==> config.mk <==
export PLATFORM = sky130hd
export DESIGN_NAME = dp_sram_be_flat
export DESIGN_NICKNAME = d
export VERILOG_FILES = /design/src/rtl/dp_sram_be_if.sv /design/src/rtl/dp_sram_be.sv /design/src/flat_wrapper.sv
export SDC_FILE = /design/constraint.sdc
export NUM_CORES = 1
export LEC_CHECK = 0
export BUFFER_PORTS_ARGS = -buffer_cell sky130_fd_sc_hd__buf_2
export CELL_PAD_IN_SITES_DETAIL_PLACEMENT = 0
export CELL_PAD_IN_SITES_GLOBAL_PLACEMENT = 2
export CORE_ASPECT_RATIO = 1.1
export CORE_MARGIN = 3
export CORE_UTILIZATION = 27
export CTS_CLUSTER_DIAMETER = 50
export DETAILED_ROUTE_END_ITERATION = 10
export PLACE_DENSITY_LB_ADDON = 0.1
export RECOVER_POWER = 25
export SYNTH_ARGS = -nofsm -noshare
export SYNTH_HDL_FRONTEND = slang
export SYNTH_SLANG_ARGS = --single-unit
==> constraint.sdc <==
create_clock -name iClk -period 3.2 [get_ports iClk]
set_input_delay 0.96 -clock iClk [delete_from_list [all_inputs] [get_ports iClk]]
set_output_delay 0.96 -clock iClk [all_outputs]
set_load 0.05 [all_outputs]
==> src/rtl/dp_sram_be_if.sv <==
// rtl/dp_sram_be_if.sv - dual-port SRAM request/response bundle for ports A and B
interface dp_sram_be_if #(
   parameter int SRAM_DEPTH = 16,
   parameter int DATA_WIDTH = 32
);
   localparam int ADDR_WIDTH = (SRAM_DEPTH > 2) ? $clog2(SRAM_DEPTH) : 1;
   localparam int NBYTE      = DATA_WIDTH / 8;

   logic                  iCsnA;
   logic                  iWrnA;
   logic [ADDR_WIDTH-1:0] iAddrA;
   logic [DATA_WIDTH-1:0] iWrDtA;
   logic [NBYTE-1:0]      iBeA;
   logic [DATA_WIDTH-1:0] oRdDtA;
   logic                  oRdVldA;

   logic                  iCsnB;
   logic                  iWrnB;
   logic [ADDR_WIDTH-1:0] iAddrB;
   logic [DATA_WIDTH-1:0] iWrDtB;
   logic [NBYTE-1:0]      iBeB;
   logic [DATA_WIDTH-1:0] oRdDtB;
   logic                  oRdVldB;

   logic                  oBusy;
   logic [1:0]            oAddrErr;

   modport master (
      output iCsnA, iWrnA, iAddrA, iWrDtA, iBeA,
      output iCsnB, iWrnB, iAddrB, iWrDtB, iBeB,
      input  oRdDtA, oRdVldA, oRdDtB, oRdVldB, oBusy, oAddrErr
   );

   modport slave (
      input  iCsnA, iWrnA, iAddrA, iWrDtA, iBeA,
      input  iCsnB, iWrnB, iAddrB, iWrDtB, iBeB,
      output oRdDtA, oRdVldA, oRdDtB, oRdVldB, oBusy, oAddrErr
   );
endinterface

==> src/rtl/dp_sram_be.sv <==
// rtl/dp_sram_be.sv - dual-port byte-enable SRAM with zeroing init sweep
module dp_sram_be #(
   parameter int SRAM_DEPTH = 16,
   parameter int DATA_WIDTH = 32,
   parameter int RD_LATENCY = 1
) (
   input  logic        iClk,
   input  logic        iRst,
   dp_sram_be_if.slave bus
);
   localparam int ADDR_WIDTH = (SRAM_DEPTH > 2) ? $clog2(SRAM_DEPTH) : 1;
   localparam int NBYTE      = DATA_WIDTH / 8;

   typedef enum logic {S_INIT, S_READY} state_t;

   state_t                r_state;
   logic [ADDR_WIDTH-1:0] r_cnt;
   logic                  r_busy;
   logic [DATA_WIDTH-1:0] r_mem [SRAM_DEPTH];

   logic                  r_vld1_a, r_vld1_b;
   logic [DATA_WIDTH-1:0] r_dt1_a, r_dt1_b;
   logic [1:0]            r_err;

   logic                  w_ready;
   logic                  w_a_req, w_b_req;
   logic                  w_a_in, w_b_in;
   logic                  w_a_rd, w_b_rd;
   logic                  w_a_wr, w_b_wr;
   logic [DATA_WIDTH-1:0] w_a_rdata, w_b_rdata;

   // Requests count only in READY and never on a reset edge
   assign w_ready   = (r_state == S_READY) && !iRst;
   assign w_a_req   = w_ready && !bus.iCsnA;
   assign w_b_req   = w_ready && !bus.iCsnB;
   assign w_a_in    = 32'(bus.iAddrA) < 32'(SRAM_DEPTH);
   assign w_b_in    = 32'(bus.iAddrB) < 32'(SRAM_DEPTH);
   assign w_a_rd    = w_a_req && bus.iWrnA;
   assign w_b_rd    = w_b_req && bus.iWrnB;
   assign w_a_wr    = w_a_req && !bus.iWrnA && w_a_in;
   assign w_b_wr    = w_b_req && !bus.iWrnB && w_b_in;
   assign w_a_rdata = w_a_in ? r_mem[bus.iAddrA] : '0;
   assign w_b_rdata = w_b_in ? r_mem[bus.iAddrB] : '0;

   // Control FSM: one zeroing pass over the array after reset, then serve requests
   always_ff @(posedge iClk) begin
      if (iRst) begin
         r_state <= S_INIT;
         r_cnt   <= '0;
         r_busy  <= 1'b1;
      end else if (r_state == S_INIT) begin
         if (r_cnt == ADDR_WIDTH'(SRAM_DEPTH - 1)) begin
            r_state <= S_READY;
            r_cnt   <= '0;
            r_busy  <= 1'b0;
         end else begin
            r_cnt <= r_cnt + ADDR_WIDTH'(1);
         end
      end
   end

   // Storage: sweep zeroes one word per cycle; byte writes apply B first so A wins shared bytes
   always_ff @(posedge iClk) begin
      if (r_state == S_INIT) begin
         if (!iRst) begin
            r_mem[r_cnt] <= '0;
         end
      end else begin
         for (int j = 0; j < NBYTE; j++) begin
            if (w_b_wr && bus.iBeB[j]) begin
               r_mem[bus.iAddrB][j*8 +: 8] <= bus.iWrDtB[j*8 +: 8];
            end
            if (w_a_wr && bus.iBeA[j]) begin
               r_mem[bus.iAddrA][j*8 +: 8] <= bus.iWrDtA[j*8 +: 8];
            end
         end
      end
   end

   // First read stage samples pre-write data; data registers hold between reads
   always_ff @(posedge iClk) begin
      if (iRst) begin
         r_vld1_a <= 1'b0;
         r_vld1_b <= 1'b0;
         r_dt1_a  <= '0;
         r_dt1_b  <= '0;
         r_err    <= 2'b00;
      end else begin
         r_vld1_a <= w_a_rd;
         r_vld1_b <= w_b_rd;
         if (w_a_rd) r_dt1_a <= w_a_rdata;
         if (w_b_rd) r_dt1_b <= w_b_rdata;
         r_err    <= {w_b_req && !w_b_in, w_a_req && !w_a_in};
      end
   end

   assign bus.oBusy    = r_busy;
   assign bus.oAddrErr = r_err;

   generate
      if (RD_LATENCY == 2) begin : g_lat2
         logic                  r_vld2_a, r_vld2_b;
         logic [DATA_WIDTH-1:0] r_dt2_a, r_dt2_b;

         // Extra output stage; advances every cycle so back-to-back reads stream
         always_ff @(posedge iClk) begin
            if (iRst) begin
               r_vld2_a <= 1'b0;
               r_vld2_b <= 1'b0;
               r_dt2_a  <= '0;
               r_dt2_b  <= '0;
            end else begin
               r_vld2_a <= r_vld1_a;
               r_vld2_b <= r_vld1_b;
               if (r_vld1_a) r_dt2_a <= r_dt1_a;
               if (r_vld1_b) r_dt2_b <= r_dt1_b;
            end
         end

         assign bus.oRdVldA = r_vld2_a;
         assign bus.oRdVldB = r_vld2_b;
         assign bus.oRdDtA  = r_dt2_a;
         assign bus.oRdDtB  = r_dt2_b;
      end else begin : g_lat1
         assign bus.oRdVldA = r_vld1_a;
         assign bus.oRdVldB = r_vld1_b;
         assign bus.oRdDtA  = r_dt1_a;
         assign bus.oRdDtB  = r_dt1_b;
      end
   endgenerate
endmodule

==> src/flat_wrapper.sv <==
// flat-port wrapper written by rule: the top's interface ports become plain ports
module dp_sram_be_flat 
#(
   parameter int SRAM_DEPTH = 16,
   parameter int DATA_WIDTH = 32,
   parameter int RD_LATENCY = 1
)
  (iClk, iRst, bus_iCsnA, bus_iWrnA, bus_iAddrA, bus_iWrDtA, bus_iBeA, bus_iCsnB, bus_iWrnB, bus_iAddrB, bus_iWrDtB, bus_iBeB, bus_oRdDtA, bus_oRdVldA, bus_oRdDtB, bus_oRdVldB, bus_oBusy, bus_oAddrErr);
  dp_sram_be_if #(.SRAM_DEPTH(SRAM_DEPTH), .DATA_WIDTH(DATA_WIDTH)) bus_i ();
  input  logic iClk;
  input  logic iRst;
  input wire logic [$bits(bus_i.iCsnA)-1:0] bus_iCsnA;
  input wire logic [$bits(bus_i.iWrnA)-1:0] bus_iWrnA;
  input wire logic [$bits(bus_i.iAddrA)-1:0] bus_iAddrA;
  input wire logic [$bits(bus_i.iWrDtA)-1:0] bus_iWrDtA;
  input wire logic [$bits(bus_i.iBeA)-1:0] bus_iBeA;
  input wire logic [$bits(bus_i.iCsnB)-1:0] bus_iCsnB;
  input wire logic [$bits(bus_i.iWrnB)-1:0] bus_iWrnB;
  input wire logic [$bits(bus_i.iAddrB)-1:0] bus_iAddrB;
  input wire logic [$bits(bus_i.iWrDtB)-1:0] bus_iWrDtB;
  input wire logic [$bits(bus_i.iBeB)-1:0] bus_iBeB;
  output wire logic [$bits(bus_i.oRdDtA)-1:0] bus_oRdDtA;
  output wire logic [$bits(bus_i.oRdVldA)-1:0] bus_oRdVldA;
  output wire logic [$bits(bus_i.oRdDtB)-1:0] bus_oRdDtB;
  output wire logic [$bits(bus_i.oRdVldB)-1:0] bus_oRdVldB;
  output wire logic [$bits(bus_i.oBusy)-1:0] bus_oBusy;
  output wire logic [$bits(bus_i.oAddrErr)-1:0] bus_oAddrErr;
  assign bus_i.iCsnA = bus_iCsnA;
  assign bus_i.iWrnA = bus_iWrnA;
  assign bus_i.iAddrA = bus_iAddrA;
  assign bus_i.iWrDtA = bus_iWrDtA;
  assign bus_i.iBeA = bus_iBeA;
  assign bus_i.iCsnB = bus_iCsnB;
  assign bus_i.iWrnB = bus_iWrnB;
  assign bus_i.iAddrB = bus_iAddrB;
  assign bus_i.iWrDtB = bus_iWrDtB;
  assign bus_i.iBeB = bus_iBeB;
  assign bus_oRdDtA = bus_i.oRdDtA;
  assign bus_oRdVldA = bus_i.oRdVldA;
  assign bus_oRdDtB = bus_i.oRdDtB;
  assign bus_oRdVldB = bus_i.oRdVldB;
  assign bus_oBusy = bus_i.oBusy;
  assign bus_oAddrErr = bus_i.oAddrErr;
  dp_sram_be #(.SRAM_DEPTH(SRAM_DEPTH), .DATA_WIDTH(DATA_WIDTH), .RD_LATENCY(RD_LATENCY)) u_core (.iClk(iClk), .iRst(iRst), .bus(bus_i));
endmodule
==> results_dict.tcl, run 1 <==
set metrics [dict create \
    outcome "finished, final reports clean" \
    post-route-period-util_pct 89.1 \
    syn_avg_cell_area_sq_um 15.4 \
    dieWidth_microns 342 \
    numCtsBuffers 100 \
    yosysMostFrequentCell "mux2_2" \
    cts_tree "yes" \
    holdBufCountCts 0 \
    firstDrtPassIters 5 \
    crit_arrival_ns 3.43 \
    hold_viol 0 \
    synth_compound_area_share_pct 6.13 \
    start_kind "primary input" \
    slew_headroom_pct 25.1 \
    portBuffers 152 \
    drc_errors 0 \
    synth_mux_area_share_pct 35.7 \
    synth_top_family_by_area "multiplexers" \
    finalMaxSlewViolations 0 \
    wirelength_microns 133000 \
    met2_length_microns 63900 \
    cts.clk_slew.worst_paths_ns 0.06 \
    grt_pass1_vias 23540 \
    worst_pin_slew_ns 1.12 \
    clockRootBuffer "clkbuf_16" \
    place_ws_ns -0.298 \
    totalNegativeSetupSlack_ns 0 \
    wire_per_inst_microns 31.5 \
    clkSinkCount 584 \
    die_h_microns 376 \
    initial_core_util_pct 27.2 \
    power.leakage_nw 16.0 \
    async_flop_share_pct 0 \
    end_kind "flop" \
    num_io_pins 155 \
    vias_per_cell 5.24 \
    ys.flop_type "edfxtp_1" \
    instances_no_fill 4227 \
    place_hpwl_microns 91100 \
    yosysTopAreaCell "edfxtp_1" \
    ir_drop_mv 0.370 \
    cts_buffer_depth 3 \
    drtIter0Drc 1746 \
    crit_required_ns 3.78 \
    synth_top_area_share_pct 45.8 \
    clk_latency_ns 0.71 \
    synth_area_leaders "edfxtp_1 (46%), mux2_2 (20%), mux4_2 (14%)" \
    path_class "primary input to flop" \
    synth-xor-area-share_pct 0.0261 \
    post-cts-setup-buffers 0 \
    final_layout_size_suffix_gt1_share_pct 55.7 \
    cts.htree.levels 3 \
    ant_nets 0 \
    synthAdderAreaFrac_pct 0.0373 \
    ys_types 52 \
    gp_congestion 0.792 \
    syn_area_sq_um 33500 \
    layout.nets 2580 \
    num_rows 135 \
    rsz0062_at_grt "no" \
    synth_edf_count 512 \
    path_max_fanout 18 \
    period_minus_slack_ns 2.85 \
    finalPower_w 0.0208 \
    min_path_type "flop to flop" \
    antenna_found_initial 6 \
    grt_overflow_total 0 \
    met1_length_microns 58400 \
    clock_skew_ns 0.0217 \
    dr.max_layer_used "met4" \
    final_core_util_pct 33.8 \
    yosys_warnings 0 \
    maxCapViolations 0 \
    synthSimpleGateAreaFrac_pct 4.68 \
    synth_cells 2184 \
    areaGrowthSynthToFinish_pct 24.3 \
    core_area_sq_um 123000 \
    ys_top_cells_by_count "mux2_2 (598), edfxtp_1 (512), mux4_2 (202)" \
    postCtsResizedCells 0 \
    setup_slack_ns 0.348 \
    dieArea_sq_um 128000 \
    setup_viol 0 \
    wl_met3_microns 6350 \
    synth-seq-cells 584 \
    synth-seq-area-share_pct 50.1 \
    grt_usage_pct 20.6 \
    dp_cells 4035 \
    grt_pass1_wl_microns 187000 \
    grt_max_degree 61 \
    powerDensity_nw_per_um2 499 \
    fmax_mhz 351 \
    vias 22157 \
]
-- placed cells by master, fill, tap and decap left out, types with 10 or more instances in the layout --
cell type  count
edfxtp_1     512
mux2_1        10
clkinv_2      10
a221o_1       32
clkinv_1      15
nand3_1       21
nand2_1       24
nor2_1        34
mux2_2       597
nor2b_1       40
mux4_2       202
buf_12        74
a21oi_1       26
clkbuf_1      68
and2_0        35
o31ai_2       55
inv_6         11
clkbuf_16    100
nand3b_1      10
nor3_1        31
a22oi_1       23
buf_2        104
nand2_2       23
o22ai_1       54
bufinv_16     13
mux2i_1       48
clkbuf_2      11
a311oi_1      24
o21ai_0       10
dfxtp_1       72
buf_4        177
-- critical path, cell delays in order --
cell,delay [ns]
buf_4,0.28
clkbuf_2,0.63
mux4_2,0.59
a22o_1,0.24
a221oi_1,0.44
buf_4,0.20
o21ai_0,0.07
-- power breakdown --
| part | switching (W) | internal [W] | leakage (nW) |
|---|---|---|---|
| Clock | 0.00419 | 0.00686 | 1.63 |
| Combinational | 0.000879 | 0.000559 | 8.29 |
| Sequential | 0.0000409 | 0.00826 | 6.09 |
| Total | 0.00511 | 0.0157 | 16.0 |
-- metrics by stage --
stage	instance area [sq um]	hold slack, ns
2_1_floorplan	33600	0.556
3_3_place_gp	38600	0.471
3_5_place_dp	38600	0.480
4_1_cts	42000	0.501
5_1_grt	41700	0.507
6_report	41700	0.499
-- area by class of cell --
type / count / area [sq um]
timing repair buffer: 422 / 3630
clock inverter: 72 / 835
antenna: 4 / 10.0
tap: 1644 / 2060
multi-input combinational: 1383 / 15800
inverter: 2 / 7.51
fill: 12030 / 81600
sequential: 584 / 16800
clock buffer: 116 / 2560
-- state kept, by name, indices dropped and copies added, names as in the netlist --
register and cells:
u_core.r_cnt 4, u_core.bus.oRdVldB 1, u_core.bus.oRdVldA 1, u_core.bus.oRdDtB 32, u_core.bus.oRdDtA 32, u_core.r_mem 512, u_core.bus.oBusy 1, u_core.r_state 1
-- cell families after synthesis --
group / count (synthesis)
buffers and inverters: 218
adders and majority gates: 1
DFF: 584
xor gates and xnor gates: 1
muxes: 864
AOI/OAI and AO/OA: 258
other: 1
and+or+nand+nor: 257
-- worst paths after layout --
kind                         startpoint               endpoint  slack [ns]  cells past startpoint
setup / recovery          bus_iAddrA[2]  u_core.bus.oRdDtA[14]        0.35                      7
hold / removal    u_core.bus.oRdDtB[31]  u_core.bus.oRdDtB[31]        0.50                      1
setup reg to reg         u_core.r_state    u_core.r_mem[10][2]        0.36                      8
hold reg to reg   u_core.bus.oRdDtB[31]  u_core.bus.oRdDtB[31]        0.50                      1
-- layer usage --
| layer | up-vias | track usage [%] |
|---|---|---|
| met1 | 11672 | 27.5 |
| li1 | 9579 | - |
| met3 | 193 | 3.08 |
| met2 | 713 | 33.8 |
| met5 | - | 0 |
| met4 | 0 | 7.62 |
(Power assumes the default switching activity.)
==> inputs of run 2 (changes only) <==
--- a/config.mk
+++ b/config.mk
@@ -5,6 +5,7 @@
 export SDC_FILE = /design/constraint.sdc
 export NUM_CORES = 1
 export LEC_CHECK = 0
+export ABC_AREA = 1
 export BUFFER_PORTS_ARGS = -buffer_cell sky130_fd_sc_hd__buf_2
 export CELL_PAD_IN_SITES_DETAIL_PLACEMENT = 0
 export CELL_PAD_IN_SITES_GLOBAL_PLACEMENT = 2
==> results_dict.tcl, run 2 <==
set metrics [dict create \
    swShare_pct 26.3 \
    post-route-period-util_pct 87.8 \
    clkPwrFrac_pct 52.1 \
    crit_arrival_ns 3.14 \
    clkSinkCount 584 \
    ir_drop_mv 0.358 \
    synth_top_area_share_pct 44.9 \
    whs_path_depth 2 \
    rr_worst_depth 9 \
    dieArea_sq_um 131000 \
    grt_pass1_vias 30006 \
    synth_area_leaders "edfxtp_1 (45%), nand2_1 (12%), o21ai_0 (11%)" \
    switchingPower_w 0.00552 \
    place_hpwl_microns 110000 \
    crit_required_ns 3.53 \
    totalNegativeSetupSlack_ns 0 \
    ant_nets 0 \
    final_cell_mix "nand2_1 (1,110), o21ai_0 (847), edfxtp_1 (512)" \
    post-cts-setup-buffers 0 \
    critical_path_buf_inv_count 3 \
    p_int_w 0.0155 \
    cts.clk_slew.worst_paths_ns 0.05 \
    initial_core_util_pct 27.3 \
    vias_per_cell 5.05 \
    drtIter0Drc 2769 \
    grt_max_degree 87 \
    grt_usage_pct 24.2 \
    portBuffers 152 \
    max_stage_delay_ns 0.37 \
    cp-startpoint "iRst" \
    holdBufCountCts 0 \
    syn_area_sq_um 34200 \
    syn_avg_cell_area_sq_um 8.01 \
    setup_viol 0 \
    p_seq_share_pct 39.7 \
    cts_buffer_depth 3 \
    firstDrtPassIters 5 \
    regToRegEndpoint "u_core.r_mem[0][16]" \
    async_flop_share_pct 0 \
    largest_register_ffs 512 \
    layout.nets 4542 \
    clk_latency_ns 0.69 \
    power.leakage_nw 15.5 \
    finalMaxSlewViolations 0 \
    synth-seq-area-share_pct 49.1 \
    wire_per_inst_microns 26.2 \
    core_area_sq_um 125000 \
    cts.htree.levels 3 \
    min_to "u_core.bus.oBusy" \
    clock_skew_ns 0.0211 \
    final_common_cell "nand2_1" \
    die_h_microns 379 \
    path_max_fanout 12 \
    grt_overflow_total 0 \
    num_rows 136 \
    path_class "primary input to flop" \
    powerDensity_nw_per_um2 510 \
    drc_errors 0 \
    cts_tree "yes" \
    end_kind "flop" \
    grt_pass1_wl_microns 229000 \
    ys.flop_type "edfxtp_1" \
    worstPathCellList "clkbuf_1 > clkinvlp_2 > nand2_4 > nor2_1 > o211ai_4 > nand3_1 > nand2_1 > nor2_4 > buf_12 > nand3_1 > nand2_1" \
    postCtsResizedCells 0 \
    dieWidth_microns 345 \
    combPwrFrac_pct 8.1 \
    maxCapViolations 0 \
    crit_family "simple AND/OR/NAND/NOR gates" \
    r2r-start "u_core.r_state" \
    num_io_pins 155 \
    yosysMostFrequentCell "nand2_1" \
    antenna_found_initial 1 \
    fill_cells 13359 \
    synth_edf_count 512 \
    period_minus_slack_ns 2.81 \
    dp_cells 6012 \
    rsz0062_at_grt "no" \
    gp_congestion 0.808 \
    areaGrowthSynthToFinish_pct 20.3 \
    min_path_type "flop to flop" \
    start_kind "primary input" \
    clockRootBuffer "clkbuf_16" \
    vias 31265 \
    hold_viol 0 \
    antenna_cells 0 \
    worst_pin_slew_ns 1.44 \
    hp-start "u_core.bus.oBusy" \
    synth_cells 4272 \
    synth-seq-cells 584 \
    final_layout_size_suffix_gt1_share_pct 14.3 \
    wirelength_microns 162000 \
    instances_no_fill 6193 \
    critPathSlowestCell "nand2_1" \
    outcome "finished, final reports clean" \
    numCtsBuffers 97 \
    yosysTopAreaCell "edfxtp_1" \
    slew_headroom_pct 3.82 \
    fmax_mhz 356 \
    ys_top_cells_by_count "nand2_1 (1,111), o21ai_0 (750), edfxtp_1 (512)" \
    regToRegSetupSlack_ns 0.46 \
    yosys_warnings 0 \
    ys_types 30 \
    max_flop_register "u_core.r_mem" \
]
run 2: cell count changes after synthesis, moves of 48 or more:
cell,previous run,this run
nand2_1,16,1111
o21ai_0,10,750
mux2_2,598,0
inv_1,2,363
nand3_1,18,319
o21ai_1,0,291
mux4_2,202,0
nor2_1,34,174
o211ai_1,0,128
clkbuf_1,89,190
a21oi_1,26,124
o22ai_1,54,0
mux2i_1,48,0
run 2: routing by layer:
metal  vias to the layer above  wire [microns]  GRT usage (%)
met5                         -               0              0
met2                      1026           73700           39.1
li1                      14983               -              -
met1                     15033           75800           34.0
met3                       223            7800           2.52
met4                         0            4880           7.82
run 2: final cells by class:
class                      count  area (sq um)  area share [%]
tap                         1656          2070            5.03
timing repair buffer         426          3430            8.32
clock buffer                 107          2560            6.22
multi-input combinational   2979         14100            34.3
clock inverter                74           786            1.91
sequential                   584         16800            40.9
inverter                     367          1390            3.37
run 2: worst max-delay path by stage:
stage,end,slack (ns),cells past startpoint
after floorplan,u_core.r_mem[10][0],0.51,11
after global placement,u_core.r_mem[0][23],0.07,9
after detailed placement,u_core.r_mem[0][23],0.08,9
after CTS,u_core.r_mem[0][20],0.73,9
after global routing,u_core.bus.oRdDtA[31],0.31,11
final,u_core.r_mem[0][16],0.39,11
run 2: worst register-to-register path, delay by kind of cell, from the launching register on:
kind,cells,cell delay [ns]
buffers and inverters,1,0.22
AO/OA/AOI/OAI,1,0.26
flip-flops,1,0.47
AND/OR/NAND/NOR,7,1.45
run 2: kinds of logic after synthesis:
group | Yosys count | share of synthesized area (%)
AOI/OAI and AO/OA | 1312 | 20.3
buffers and inverters | 710 | 9.11
DFF | 584 | 49.1
other | 1 | 0.0110
adders and majority gates | 1 | 0.0366
and+or+nand+nor | 1664 | 21.3
run 2: power by group through the flow:
stage / combinational, W / sequential [W] / clock [W]
6_report: 0.00171 / 0.00833 / 0.0109
5_1_grt: 0.00182 / 0.00833 / 0.0114
4_1_cts: 0.00173 / 0.00833 / 0.0111
3_5_place_dp: 0.00173 / 0.00849 / 0
3_3_place_gp: 0.00174 / 0.00849 / 0
2_1_floorplan: 0.000817 / 0.00845 / 0
run 2: per-stage QoR:
step                worst slack, ns  utilization (%)  power [W]  area, sq um  hold slack [ns]
finish                        0.390             32.8     0.0210        41200            0.450
global route                  0.306             32.8     0.0216        41200            0.484
CTS                           0.733             33.0     0.0212        41400            0.459
detailed placement           0.0766             30.4     0.0102        38100            0.450
global placement             0.0650             30.4     0.0102        38100            0.446
floorplan                     0.505                -    0.00927        34200            0.496
